$ cat config.mk
export PLATFORM = sky130hd
export DESIGN_NAME = ram_access_arbiter
export DESIGN_NICKNAME = d
export VERILOG_FILES = /design/src/rtl/ram_arb_pkg.sv /design/src/rtl/rr_arbiter.sv /design/src/rtl/ram_access_arbiter.sv
export SDC_FILE = /design/constraint.sdc
export NUM_CORES = 1
export LEC_CHECK = 0
export ABC_AREA = 1
export CAP_MARGIN = 20
export CORE_MARGIN = 1.5
export CORE_UTILIZATION = 40
export DETAILED_ROUTE_END_ITERATION = 8
export GPL_ROUTABILITY_DRIVEN = 0
export GPL_TIMING_DRIVEN = 0
export PLACE_DENSITY = 0.9
export RECOVER_POWER = 25
export SLEW_MARGIN = 20
export SYNTH_ARGS = -nofsm -noshare
export SYNTH_HDL_FRONTEND = slang
export SYNTH_SLANG_ARGS = --single-unit
$ cat constraint.sdc
create_clock -name clk -period 2.12 [get_ports clk]
set_clock_uncertainty 0.2 [all_clocks]
set_input_delay 0.424 -clock clk [delete_from_list [all_inputs] [get_ports clk]]
set_output_delay 0.424 -clock clk [all_outputs]
set_load 0.01 [all_outputs]
$ cat src/rtl/ram_arb_pkg.sv
// Shared constants and types for the RAM access arbiter.
//   DEF_*   : default geometry (2 requesters, 16x8 RAM, 1-cycle read latency)
//   req_t   : one requester's command {we, addr, wdata} at default widths
//   id_w()  : width of a requester id, never narrower than 1 bit
package ram_arb_pkg;

  localparam int DEF_NUM_REQ = 2;
  localparam int DEF_ADDR_W  = 4;
  localparam int DEF_DATA_W  = 8;
  localparam int DEF_RD_LAT  = 1;

  typedef struct packed {
    logic                  we;
    logic [DEF_ADDR_W-1:0] addr;
    logic [DEF_DATA_W-1:0] wdata;
  } req_t;

  function automatic int id_w(input int n);
    return (n > 1) ? $clog2(n) : 1;
  endfunction

endpackage

$ cat src/rtl/rr_arbiter.sv
// Round-robin arbiter.
//   clk, rst_n : clock, async active-low reset (pointer returns to requester 0)
//   i_req      : request vector
//   i_accept   : the current grant was taken this cycle; advance the pointer
//   o_gnt      : one-hot grant (all zero when nothing requests)
module rr_arbiter
  import ram_arb_pkg::*;
#(
  parameter int N = DEF_NUM_REQ
)(
  input  logic         clk,
  input  logic         rst_n,
  input  logic [N-1:0] i_req,
  input  logic         i_accept,
  output logic [N-1:0] o_gnt
);

  localparam int PW = id_w(N);

  logic [PW-1:0] r_ptr;
  logic [PW-1:0] w_gnt_idx;
  logic [N-1:0]  w_gnt;
  logic          w_found;
  int            w_idx;

  // Scan from the pointer upward with wrap; first requester seen wins.
  always_comb begin
    w_gnt     = '0;
    w_gnt_idx = r_ptr;
    w_found   = 1'b0;
    w_idx     = 0;
    for (int k = 0; k < N; k++) begin
      w_idx = int'(r_ptr) + k;
      if (w_idx >= N) w_idx = w_idx - N;
      if (!w_found && i_req[w_idx]) begin
        w_found        = 1'b1;
        w_gnt[w_idx]   = 1'b1;
        w_gnt_idx      = PW'(w_idx);
      end
    end
  end

  always_ff @(posedge clk or negedge rst_n) begin
    if (!rst_n)        r_ptr <= '0;
    else if (i_accept) r_ptr <= (w_gnt_idx == PW'(N-1)) ? '0 : w_gnt_idx + 1'b1;
  end

  assign o_gnt = w_gnt;

endmodule

$ cat src/rtl/ram_access_arbiter.sv
// Shares a 1W/1R RAM among NUM_REQ requesters. Writes and reads each have
// their own round-robin arbiter; a read colliding with the same-cycle write
// address is held off a cycle so it observes the new data. Read responses are
// routed back by a requester-id shift register matched to RD_LAT.
//   clk, rst              : clock, async active-low reset
//   req_valid/we/addr/wdata: per-requester command (addr/wdata packed by slice)
//   req_ready             : combinational accept
//   rsp_valid, rsp_rdata  : read return, one-hot valid, shared data
//   wr_enb/addr/data      : registered RAM write port
//   rd_enb/addr, rd_data  : registered RAM read port, returned data
module ram_access_arbiter
  import ram_arb_pkg::*;
#(
  parameter int NUM_REQ = DEF_NUM_REQ,
  parameter int ADDR_W  = DEF_ADDR_W,
  parameter int DATA_W  = DEF_DATA_W,
  parameter int RD_LAT  = DEF_RD_LAT
)(
  input  logic                      clk,
  input  logic                      rst,
  input  logic [NUM_REQ-1:0]        req_valid,
  input  logic [NUM_REQ-1:0]        req_we,
  input  logic [NUM_REQ*ADDR_W-1:0] req_addr,
  input  logic [NUM_REQ*DATA_W-1:0] req_wdata,
  output logic [NUM_REQ-1:0]        req_ready,
  output logic [NUM_REQ-1:0]        rsp_valid,
  output logic [DATA_W-1:0]         rsp_rdata,
  output logic                      wr_enb,
  output logic [ADDR_W-1:0]         wr_addr,
  output logic [DATA_W-1:0]         wr_data,
  output logic                      rd_enb,
  output logic [ADDR_W-1:0]         rd_addr,
  input  logic [DATA_W-1:0]         rd_data
);

  localparam int ID_W = id_w(NUM_REQ);

  typedef struct packed {
    logic              we;
    logic [ADDR_W-1:0] addr;
    logic [DATA_W-1:0] wdata;
  } req_s;

  req_s                 w_req [NUM_REQ];
  logic [NUM_REQ-1:0]   w_wr_req, w_rd_req, w_wr_gnt, w_rd_gnt;
  logic [ADDR_W-1:0]    w_wr_addr, w_rd_addr;
  logic [DATA_W-1:0]    w_wr_data;
  logic [ID_W-1:0]      w_rd_id;
  logic                 w_haz, w_wr_acc, w_rd_acc;

  logic                 r_wr_enb;
  logic [ADDR_W-1:0]    r_wr_addr, r_rd_addr;
  logic [DATA_W-1:0]    r_wr_data;
  // Stage 0 is the registered rd_enb; stage RD_LAT lines up with rd_data.
  logic [RD_LAT:0]           r_vld_pipe;
  logic [RD_LAT:0][ID_W-1:0] r_id_pipe;

  for (genvar g = 0; g < NUM_REQ; g++) begin : g_req
    assign w_req[g]      = '{we:    req_we[g],
                             addr:  req_addr[g*ADDR_W +: ADDR_W],
                             wdata: req_wdata[g*DATA_W +: DATA_W]};
    assign w_wr_req[g]   = req_valid[g] &  w_req[g].we;
    assign w_rd_req[g]   = req_valid[g] & ~w_req[g].we;
    assign req_ready[g]  = rst & (w_wr_gnt[g] | (w_rd_gnt[g] & ~w_haz));
    assign rsp_valid[g]  = r_vld_pipe[RD_LAT] & (r_id_pipe[RD_LAT] == ID_W'(g));
  end

  rr_arbiter #(.N(NUM_REQ)) u_wr_arb (
    .clk      (clk),
    .rst_n    (rst),
    .i_req    (w_wr_req),
    .i_accept (w_wr_acc),
    .o_gnt    (w_wr_gnt)
  );

  rr_arbiter #(.N(NUM_REQ)) u_rd_arb (
    .clk      (clk),
    .rst_n    (rst),
    .i_req    (w_rd_req),
    .i_accept (w_rd_acc),
    .o_gnt    (w_rd_gnt)
  );

  // One-hot grant -> selected command fields.
  always_comb begin
    w_wr_addr = '0;
    w_wr_data = '0;
    w_rd_addr = '0;
    w_rd_id   = '0;
    for (int i = 0; i < NUM_REQ; i++) begin
      if (w_wr_gnt[i]) begin
        w_wr_addr = w_req[i].addr;
        w_wr_data = w_req[i].wdata;
      end
      if (w_rd_gnt[i]) begin
        w_rd_addr = w_req[i].addr;
        w_rd_id   = ID_W'(i);
      end
    end
  end

  // Same-address write/read: let the write go first so the deferred read sees it.
  assign w_haz    = (|w_wr_gnt) & (|w_rd_gnt) & (w_wr_addr == w_rd_addr);
  assign w_wr_acc = rst & (|w_wr_gnt);
  assign w_rd_acc = rst & (|w_rd_gnt) & ~w_haz;

  always_ff @(posedge clk or negedge rst) begin
    if (!rst) begin
      r_wr_enb   <= 1'b0;
      r_wr_addr  <= '0;
      r_wr_data  <= '0;
      r_rd_addr  <= '0;
      r_vld_pipe <= '0;
      r_id_pipe  <= '0;
    end else begin
      r_wr_enb <= w_wr_acc;
      if (w_wr_acc) begin
        r_wr_addr <= w_wr_addr;
        r_wr_data <= w_wr_data;
      end
      if (w_rd_acc) r_rd_addr <= w_rd_addr;
      r_vld_pipe <= {r_vld_pipe[RD_LAT-1:0], w_rd_acc};
      r_id_pipe  <= {r_id_pipe[RD_LAT-1:0], w_rd_id};
    end
  end

  assign wr_enb    = r_wr_enb;
  assign wr_addr   = r_wr_addr;
  assign wr_data   = r_wr_data;
  assign rd_enb    = r_vld_pipe[0];
  assign rd_addr   = r_rd_addr;
  assign rsp_rdata = r_vld_pipe[RD_LAT] ? rd_data : '0;

endmodule

* Yosys cells after proc, flatten, opt, wreduce, memory -nomap -nowiden
Index checks and enable logic that the tools add are counted.
** Storage, ports and cells
- Register bits after elaboration :: 23
- Bits in latches :: 0
- Bits in writable memories :: 0
- Memory bits (read-only) :: 0
- Input bits :: 38
- Output and inout port bits :: 30
- Logic and storage cells :: 107
- Memories :: 0
** Operators by class
- $add $sub $neg :: 8
- Multipliers :: 0
- Divide/modulo/power cells :: 0
- $lt $le $gt $ge :: 12
- Equality and inequality tests :: 1
- Shifts and indexed selects :: 0
- Multiplexer cells :: 44
- Bitwise gates (word level) :: 23
- Reductions and logical operators :: 10
** Operators by type and width (number)
- 32-bit by 1-bit >= comparator with 1-bit output (second input constant) :: 4
- 32-bit by 3-bit less-than comparator with 1-bit output (second input constant) :: 4
- 32-bit 2-to-1 mux :: 4
- 32-bit by 3-bit >= comparator with 1-bit output (second input constant) :: 2
- 32-bit by 3-bit subtractor with 32-bit output (second input constant) :: 2
- 1-bit 2-to-1 mux :: 25
- 8-bit 2-to-1 mux :: 3
- 4-bit 2-to-1 mux :: 4
- 1-bit AND :: 15
- 2-bit 2-to-1 mux :: 4
- 1-bit logical AND :: 6
- 1-bit by 2-bit subtractor with 3-bit output (second input constant) :: 2
- 1-bit by 1-bit adder with 2-bit output (second input constant) :: 2
- 1-bit demux with 1-bit select :: 4
- 4-bit equality test :: 1
- 1-bit by 2-bit >= comparator with 1-bit output (second input constant) :: 2
- 1-bit inverter :: 4
- 2-bit bitwise OR :: 2
- 2-bit OR reduction :: 2
- 1-bit adder (second input constant) :: 2
- 1-bit logical NOT :: 2
- 1-bit bitwise OR :: 2

* Depth between registers and ports, before layout
Gate-level depths: netlist (run 1).
- Word-level depth :: 17
- Depth in mapped cells :: 12
- Depth with buffers taken out :: 12

* Hierarchy
Synthesis (run 1) repeated with hierarchy kept, for this count alone.
** Unflattened totals
- Cells, all modules :: 207
- Area total of the unflattened synthesis :: 1432.6 µm²
** By module, submodules not included
- ram_access_arbiter :: times used 1, cells an instance 183, area an instance 1295.0 µm²
- rr_arbiter :: times used 2, cells an instance 12, area an instance 68.8 µm²

* Least setup slack after synthesis (run 1)
No wires, ideal clock.
- Kind :: input to output
- From :: in req_we[1]
- To :: out req_ready[1]
- Data arrival time :: 1.422 ns
- Required time :: 1.496 ns
- Path slack :: 0.074 ns
- Cell stages on the path :: 11
- Path through :: inv_1 nand2_1 inv_1 nand2_1 o21ai_2 inv_1 nand2_1 nand2_1 nand3_4 nand2_1 a21oi_1
** Between the ends
- Longest elaborated chain between the ends :: 17
** RTL lines
- from (decl) :: line ram_access_arbiter.sv:22 : input logic [NUM_REQ-1:0] req_we,
- 1-bit inverter :: line ram_access_arbiter.sv:63 : assign w_rd_req[g] = req_valid[g] & ~w_req[g].we;
- 1-bit AND :: line ram_access_arbiter.sv:63
- 1-bit 2-to-1 mux (not written as such) (3 in a row) :: line rr_arbiter.sv:35 : if (!w_found && i_req[w_idx]) begin
- 1-bit 2-to-1 mux :: line rr_arbiter.sv:35
- 1-bit logical NOT :: line rr_arbiter.sv:35
- 1-bit logical AND :: line rr_arbiter.sv:35
- 2-bit 2-to-1 mux :: line rr_arbiter.sv:35
- 4-bit 2-to-1 mux (2 in a row) :: line ram_access_arbiter.sv:95 : if (w_rd_gnt[i]) begin
- 4-bit equality test :: line ram_access_arbiter.sv:103 : assign w_haz = (|w_wr_gnt) & (|w_rd_gnt) & (w_wr_addr == w_rd_addr);
- 1-bit AND :: line ram_access_arbiter.sv:103
- 1-bit inverter :: line ram_access_arbiter.sv:64 : assign req_ready[g] = rst & (w_wr_gnt[g] | (w_rd_gnt[g] & ~w_haz));
- 1-bit AND :: line ram_access_arbiter.sv:64
- 1-bit bitwise OR * :: line ram_access_arbiter.sv:64
- 1-bit AND * :: line ram_access_arbiter.sv:64
- to (decl) :: line ram_access_arbiter.sv:25 : output logic [NUM_REQ-1:0] req_ready,
Mark *: on every way between the ends. The rest lies on a longest branch, timed or not. The select of a mux whose other input is x is not followed.

* Worst setup path after layout (run 1)
- From :: reg u_rd_arb.r_ptr
- To :: out req_ready[0]
** Between the ends
- Longest elaborated chain between the ends :: 17
** RTL lines
- from (decl) :: line rr_arbiter.sv:20 : logic [PW-1:0] r_ptr;
- from (signal assigned) :: line rr_arbiter.sv:45 : else if (i_accept) r_ptr <= (w_gnt_idx == PW'(N-1)) ? '0 : w_gnt_idx + 1'b1;
- 1-bit by 1-bit adder with 2-bit output (tied with other cells) :: line rr_arbiter.sv:33 : w_idx = int'(r_ptr) + k;
- 32-bit by 3-bit subtractor with 32-bit output (tied with other cells) :: line rr_arbiter.sv:34 : if (w_idx >= N) w_idx = w_idx - N;
- 32-bit 2-to-1 mux (tied with other cells) :: line rr_arbiter.sv:34
- 32-bit by 1-bit >= comparator with 1-bit output (not written as such) (tied with other cells) :: line rr_arbiter.sv:37 : w_gnt[w_idx] = 1'b1;
- 1-bit logical AND (not written as such) (tied with other cells) :: line rr_arbiter.sv:37
- 1-bit 2-to-1 mux (not written as such) (tied with other cells) :: line rr_arbiter.sv:37
- 1-bit demux with 1-bit select (tied with other cells)
- 2-bit bitwise OR (no line) / 1-bit logical AND (equally long branches)
- 2-bit 2-to-1 mux * :: line rr_arbiter.sv:35
- 4-bit 2-to-1 mux (2 in a row) :: line ram_access_arbiter.sv:95
- 4-bit equality test :: line ram_access_arbiter.sv:103
- 1-bit AND :: line ram_access_arbiter.sv:103
- 1-bit inverter :: line ram_access_arbiter.sv:64
- 1-bit AND * :: line ram_access_arbiter.sv:64
- 1-bit bitwise OR * :: line ram_access_arbiter.sv:64
- 1-bit AND * :: line ram_access_arbiter.sv:64
Marked as above.

==> results of run 1 <==
==> repair_timing <==
| action | CTS | global route |
|---|---|---|
| endpoints found under the setup margin | 32 | 24 |
| endpoints found under the hold margin | 0 | 23 |
| setup buffers | 13 | 3 |
| hold buffers | 0 | 2 |
| pin swaps | 6 | 4 |
| resized for setup | 38 | 4 |
==> cells in the final DEF, fill, tap and decap left out, types with 2 or more instances in the layout <==
master            n
inv_2             5
nand3b_1          3
clkdlybuf4s15_2   2
nand2_1          49
dlygate4sd2_1     3
dfrtp_1          23
o21ai_0           6
clkdlybuf4s50_1  58
nand3_2           4
nand2_2           3
inv_1            20
buf_2             4
clkbuf_4          3
nor2_1            9
nand3_1          35
nand2_4           3
buf_4            16
nand3_4           2
o21ai_1           3
a21oi_1           2
buf_6             4
a31oi_1           8
==> path summary, 6_finish.rpt <==
check                                      startpoint                    endpoint  slack (ns)  cells past startpoint
max in group asynchronous                         rst  u_rd_arb.r_ptr$_DFFE_PN0P_        0.35                      3
min reg2reg                    r_id_pipe[0]$_DFF_PN0_      r_id_pipe[1]$_DFF_PN0_        0.16                      0
max                        u_rd_arb.r_ptr$_DFFE_PN0P_                req_ready[0]       -0.44                     10
max reg2reg                u_rd_arb.r_ptr$_DFFE_PN0P_  u_rd_arb.r_ptr$_DFFE_PN0P_       -0.35                     16
min                            r_id_pipe[0]$_DFF_PN0_      r_id_pipe[1]$_DFF_PN0_        0.16                      0
min in group asynchronous                         rst      wr_data[5]$_DFFE_PN0P_        0.78                      3
==> kinds of logic (layout without fill, tap and decap cells) <==
logic type	Yosys count	count (layout)	share of synthesized area, %
flip-flops	23	23	41.9
AO/OA/AOI/OAI	22	22	9.66
buffers and inverters	33	121	10.5
AND/OR/NAND/NOR	110	110	37.9
==> power by group <==
part / total, W / internal (W) / leakage (nW) / switching [W]
Sequential: 0.000537 / 0.000501 / 0.288 / 0.0000368
Combinational: 0.000490 / 0.000266 / 0.840 / 0.000224
Clock: 0.000207 / 0.0000739 / 0.0150 / 0.000133
==> critical path, delay by kind of cell, from the launching register on <==
family,cells,cell delay (ns)
compound gates,1,0.06
buf+inv,1,0.14
simple gates,8,0.99
flops,1,0.42
==> cell type report <==
type	instances	area share (%)
inverters	27	4.61
clock buffers	4	1.14
repair buffers	85	34.6
flip-flops and latches	23	25.0
well taps	46	2.50
plain buffers	5	2.17
multi-input cells	132	30.1
==> per-layer routing <==
| layer | wire length (µm) | share of wire, % | vias up |
|---|---|---|---|
| li1 | - | - | 791 |
| met1 | 1740 | 41 | 765 |
| met2 | 2110 | 50 | 79 |
| met3 | 273 | 6.4 | 11 |
| met4 | 132 | 3.1 | 0 |
| met5 | 0 | 0 | - |
==> sequential cells by signal (all words and copies together) (netlist names) <==
name / flops
r_id_pipe: 2
r_vld_pipe: 2
rd_addr: 4
u_rd_arb.r_ptr: 1
u_wr_arb.r_ptr: 1
wr_addr: 4
wr_data: 8
wr_enb: 1
==> per-stage QoR <==
stage          std cells  cell area (µm²)  total power, W  setup TNS (ns)  hold WS, ns
3_3_place_gp         301             2100        0.000971          -18.75        0.133
5_1_grt              322             2310         0.00131           -2.50        0.167
4_1_cts              317             2260         0.00121           -1.21       0.0115
3_5_place_dp         301             2100        0.000980          -19.21        0.135
2_1_floorplan        188             1370        0.000732               0      -0.0716
6_report             322             2310         0.00123           -1.36        0.161
==> impl_metrics.yaml, run 1 <==
power_and_ir_drop:
  ir_worst_vdd_v: 0.000311
  power_density_nw_per_um2: 535
  p_leak_nw: 1.14
logic_synthesis:
  yosysSeqAreaShare_pct: 41.9
  synth_top_cells_by_area: "dfrtp_1 42%, nand2_1 14%, nand3_1 14%, inv_1 6.0%, a31oi_1 3.6%"
  synthFlopType: "dfrtp_1"
  yosysTopAreaCell: "dfrtp_1"
  async_reset_ff_share_pct: 100
  ys_ff_latch: 23
  yosysMostFrequentCell: "nand2_1"
  synth_common_cells: "51 x nand2_1, 38 x nand3_1, 23 x dfrtp_1"
  syn_area_um2: 1370
  synth_edf_count: 0
  synth_cell_types: 24
  avgSynthCellArea_um2: 7.30
  synth_cells: 188
  yosysTopAreaCellShare_pct: 41.9
  synth.net_count: 226
  yosysWarnings: 0
routing:
  drc: 0
  ant_nets: 0
  drtIter0Drc: 80
  first_pass_iters: 4
  post_drt_wl_per_cell_um: 13.2
  drt_wl_total_um: 4250
  vias: 1646
  via_per_inst: 5.11
timing:
  setup_ws_ns: -0.437
  slew_violations: 0
  setup_viol: 10
  slew_headroom_pct: 34.3
  post-route-min-period_ns: 2.56
  fmax_mhz: 391
  timing.final.crit_share_pct: 121
  rsz0062_at_grt: "yes"
  worst_pin_slew_ns: 0.984
  hold_viol: 0
critical_path:
  cpMostUsedCell: "nand2_1"
  cp_slowest_cell: "dfrtp_1"
  cp.arrival_ns: 1.93
  cp.required_ns: 1.50
  worst-setup-path-type: "reg2out"
  path_max_fanout: 5
  cp_slowest_stage_delay_ns: 0.42
  cp-start-kind: "register"
  path_cells: "nand3b_1, nand3_1, nand2_1, nand2_1, nand2_2, nor2_4, nand3_4, nand3_2, o21ai_1, buf_2"
  end_kind: "primary output"
clocking:
  ctsHtreeMaxLevel: 1
  clk_latency_ns: 0.32
  numCtsBuffers: 3
  cts_max_path_buffers: 2
  cts_root_buf: "clkbuf_4"
  clk_pin_slew_ns: 0.12
  cts_tree: "yes"
  cts_sinks: 23
global_route:
  grt_usage_pct: 22.0
  antenna_found_initial: 0
  met1_usage_pct: 28.2
  grtUsageMet2_pct: 37.3
  overflow: 0
  grt_pass1_wl_um: 6130
  top_usage_layer: "met2"
  grt_pass1_vias: 1371
  met3_usage_pct: 2.52
  grt_max_degree: 27
floorplan:
  start_util_pct: 41.5
  die_h_um: 61.6
  die_w_um: 61.6
  rows: 21
  core_region_area_um2: 3310
  dieArea_um2: 3790
  io_pins: 68
placement:
  dp_slack_ns: -1.21
  dp_hpwl_um: 2810
  numPortBuffers: 67
status:
  violations: "negative setup slack"
  status: "complete, but fails checks"
min_path:
  hold_path_class: "reg2reg"
finish:
  antennaDiodeCount: 0
  utilization_pct: 69.7
  area.growth.synth_to_final_pct: 68.0
  register_area_um2: 576
  fillers: 244
  drive_gt1_share_pct: 18.5
  multi_input_area_um2: 693
  final_nets: 315
run:
  maxCapViolations: 0
No activity file was read; power rests on OpenSTA's default activity.
==> run 2, diff against run 1 <==
- CELL_PAD_IN_SITES_DETAIL_PLACEMENT: default -> 1
- CELL_PAD_IN_SITES_GLOBAL_PLACEMENT: default -> 1
- CORE_UTILIZATION: 40 -> 27
- CTS_CLUSTER_DIAMETER: default -> 30
- PLACE_DENSITY: 0.9 -> 0.89
==> run 2 against run 1 <==
The flow still finishes with violations (negative setup slack). Core utilization down 17 points. Design area increased by 9.0%. Cell count up 9.3%. Sequential power about the same. Largest cell class unchanged. Largest power group is now combinational logic. Highest routed layer unchanged.
==> impl_metrics.yaml, run 2 (same netlist as run 1, synthesis figures left out) <==
critical_path:
  cpMostUsedCell: "nand2_2"
  path_cells: "clkdlybuf4s50_1, nand3_1, nand2_2, inv_1, nand2_2, inv_2, nor2_4, nand3_4, nand2_2, a21oi_1, buf_2"
  worst-setup-path-type: "in2out"
  cp-start-kind: "input pin"
  critPathTopFamily: "buffers and inverters"
  cp_slowest_stage_delay_ns: 0.51
  end_kind: "primary output"
  cp.arrival_ns: 1.97
  cp.required_ns: 1.50
  cp_slowest_cell: "clkdlybuf4s50_1"
  path_max_fanout: 4
  cp_num_buf_inv: 4
global_route:
  met1_usage_pct: 26.7
  overflow: 0
  top_usage_layer: "met2"
  grt_max_degree: 24
  grtUsageMet2_pct: 42.0
  antenna_found_initial: 0
  grt_usage_pct: 22.7
  met3_usage_pct: 1.90
  grt_pass1_vias: 1881
  grt_pass1_wl_um: 9460
placement:
  numPortBuffers: 67
  placed_area_um2: 2120
  dp_hpwl_um: 3660
  dp_cells: 322
finish:
  final_cell_count_no_fill: 352
  largest_reg_flops: 8
  final_nets: 324
  area.growth.synth_to_final_pct: 83.1
  final_cell_area_um2: 2510
  drive_gt1_share_pct: 31.9
  antennaDiodeCount: 0
  utilization_pct: 52.2
  fillers: 615
  layout_common_cells: "46 x clkdlybuf4s50_1, 33 x nand2_1, 28 x nand3_1, 23 x buf_4, 22 x dfrtp_1"
  final_common_cell: "clkdlybuf4s50_1"
routing:
  drtIter0Drc: 97
  via_per_inst: 5.17
  post_drt_wl_per_cell_um: 19.4
  drc: 0
  drt_wl_total_um: 6840
  vias: 1819
  ant_nets: 0
  first_pass_iters: 4
clocking:
  ctsHtreeMaxLevel: 1
  cts_root_buf: "clkbuf_8"
  cts_max_path_buffers: 2
  cts_tree: "yes"
  cts_sinks: 23
  numCtsBuffers: 3
  clk_pin_slew_ns: 0.09
  clk_latency_ns: 0.27
run:
  maxCapViolations: 0
timing:
  whs_ns: 0.190
  setup_viol: 5
  slew_violations: 0
  rsz0062_at_grt: "yes"
  timing.final.crit_share_pct: 122
  setup_ws_ns: -0.475
  hold_viol: 0
  fmax_mhz: 385
  post-route-min-period_ns: 2.59
  slew_headroom_pct: 44.7
  worst_pin_slew_ns: 0.829
power_and_ir_drop:
  power_density_nw_per_um2: 556
  p_leak_nw: 1.27
  ir_worst_vdd_v: 0.000252
status:
  violations: "negative setup slack"
  status: "complete, but fails checks"
floorplan:
  core_region_area_um2: 4820
  die_h_um: 74.3
  start_util_pct: 28.5
  dieArea_um2: 5520
  die_w_um: 74.3
  rows: 25
  io_pins: 68
min_path:
  hold_path_class: "reg2reg"
[run 2: cell count changes in the layout (fill, tap and decap cells not counted), moves of 3 or more]
cell             change
nand3_1              -7
nand2_2             +15
clkbuf_4             -3
inv_1                -4
inv_2                +3
clkdlybuf4s50_1     -12
buf_4                +7
nand3_2              +6
nand2_1             -16
dlygate4sd2_1        +6
buf_2                +3
clkbuf_8             +3
dlymetal6s2s_1       +4
[run 2: what timing repair did]
item,4_1_cts,5_1_grt
setup endpoints to repair,21,10
gates resized for setup,52,40
hold buffers,2,0
setup buffers,23,7
hold endpoints to repair,23,0
pin swaps,10,6
[run 2: where the power goes]
group / switching [W] / internal (W) / leakage [nW] / total [W]
clock network: 0.000151 / 0.000135 / 0.0228 / 0.000286
registers: 0.0000381 / 0.000501 / 0.286 / 0.000539
logic: 0.000287 / 0.000285 / 0.964 / 0.000572
[run 2: routing by layer]
metal,vias to the layer above,share of wire (%)
met5,-,0
met4,0,2.7
met3,19,2.9
met2,51,53
met1,945,41
li1,804,-
[run 2: stage by stage]
step,power [W],TNS [ns],setup WS [ns]
3_3_place_gp,0.000979,-20.76,-1.29
2_1_floorplan,0.000732,0,0.0742
4_1_cts,0.00133,-0.765,-0.334
3_5_place_dp,0.000994,-7.15,-1.17
6_report,0.00140,-1.21,-0.475
5_1_grt,0.00146,-1.56,-0.541
[run 2: layout make-up]
type | count | area [µm²] | area share [%]
sequential | 23 | 577 | 22.9
buffer | 5 | 53.8 | 2.14
clock buffer | 4 | 45.0 | 1.79
inverter | 27 | 105 | 4.18
multi-input combinational | 132 | 802 | 31.9
timing repair buffer | 94 | 847 | 33.7
tap | 67 | 83.8 | 3.33
[run 2: worst register-to-register path, delay by kind of cell (launching register included)]
| family | cells | cell delay, ns |
|---|---|---|
| buffers and inverters | 9 | 1.16 |
| DFF | 1 | 0.39 |
| and+or+nand+nor | 5 | 0.51 |
[run 2: worst paths after layout]
check / slack [ns] / start / cells after the start / end
worst max-delay path: -0.47 / req_addr[2] / 11 / req_ready[1]
worst min-delay path: 0.19 / r_id_pipe[0]$_DFF_PN0_ / 0 / r_id_pipe[1]$_DFF_PN0_
worst max register to register: -0.24 / u_rd_arb.r_ptr$_DFFE_PN0P_ / 14 / rd_addr[0]$_DFFE_PN0P_
min in group asynchronous: 0.72 / rst / 3 / u_wr_arb.r_ptr$_DFFE_PN0P_
worst min register to register: 0.19 / r_id_pipe[0]$_DFF_PN0_ / 0 / r_id_pipe[1]$_DFF_PN0_
max in group asynchronous: 0.56 / rst / 3 / r_vld_pipe[1]$_DFF_PN0_
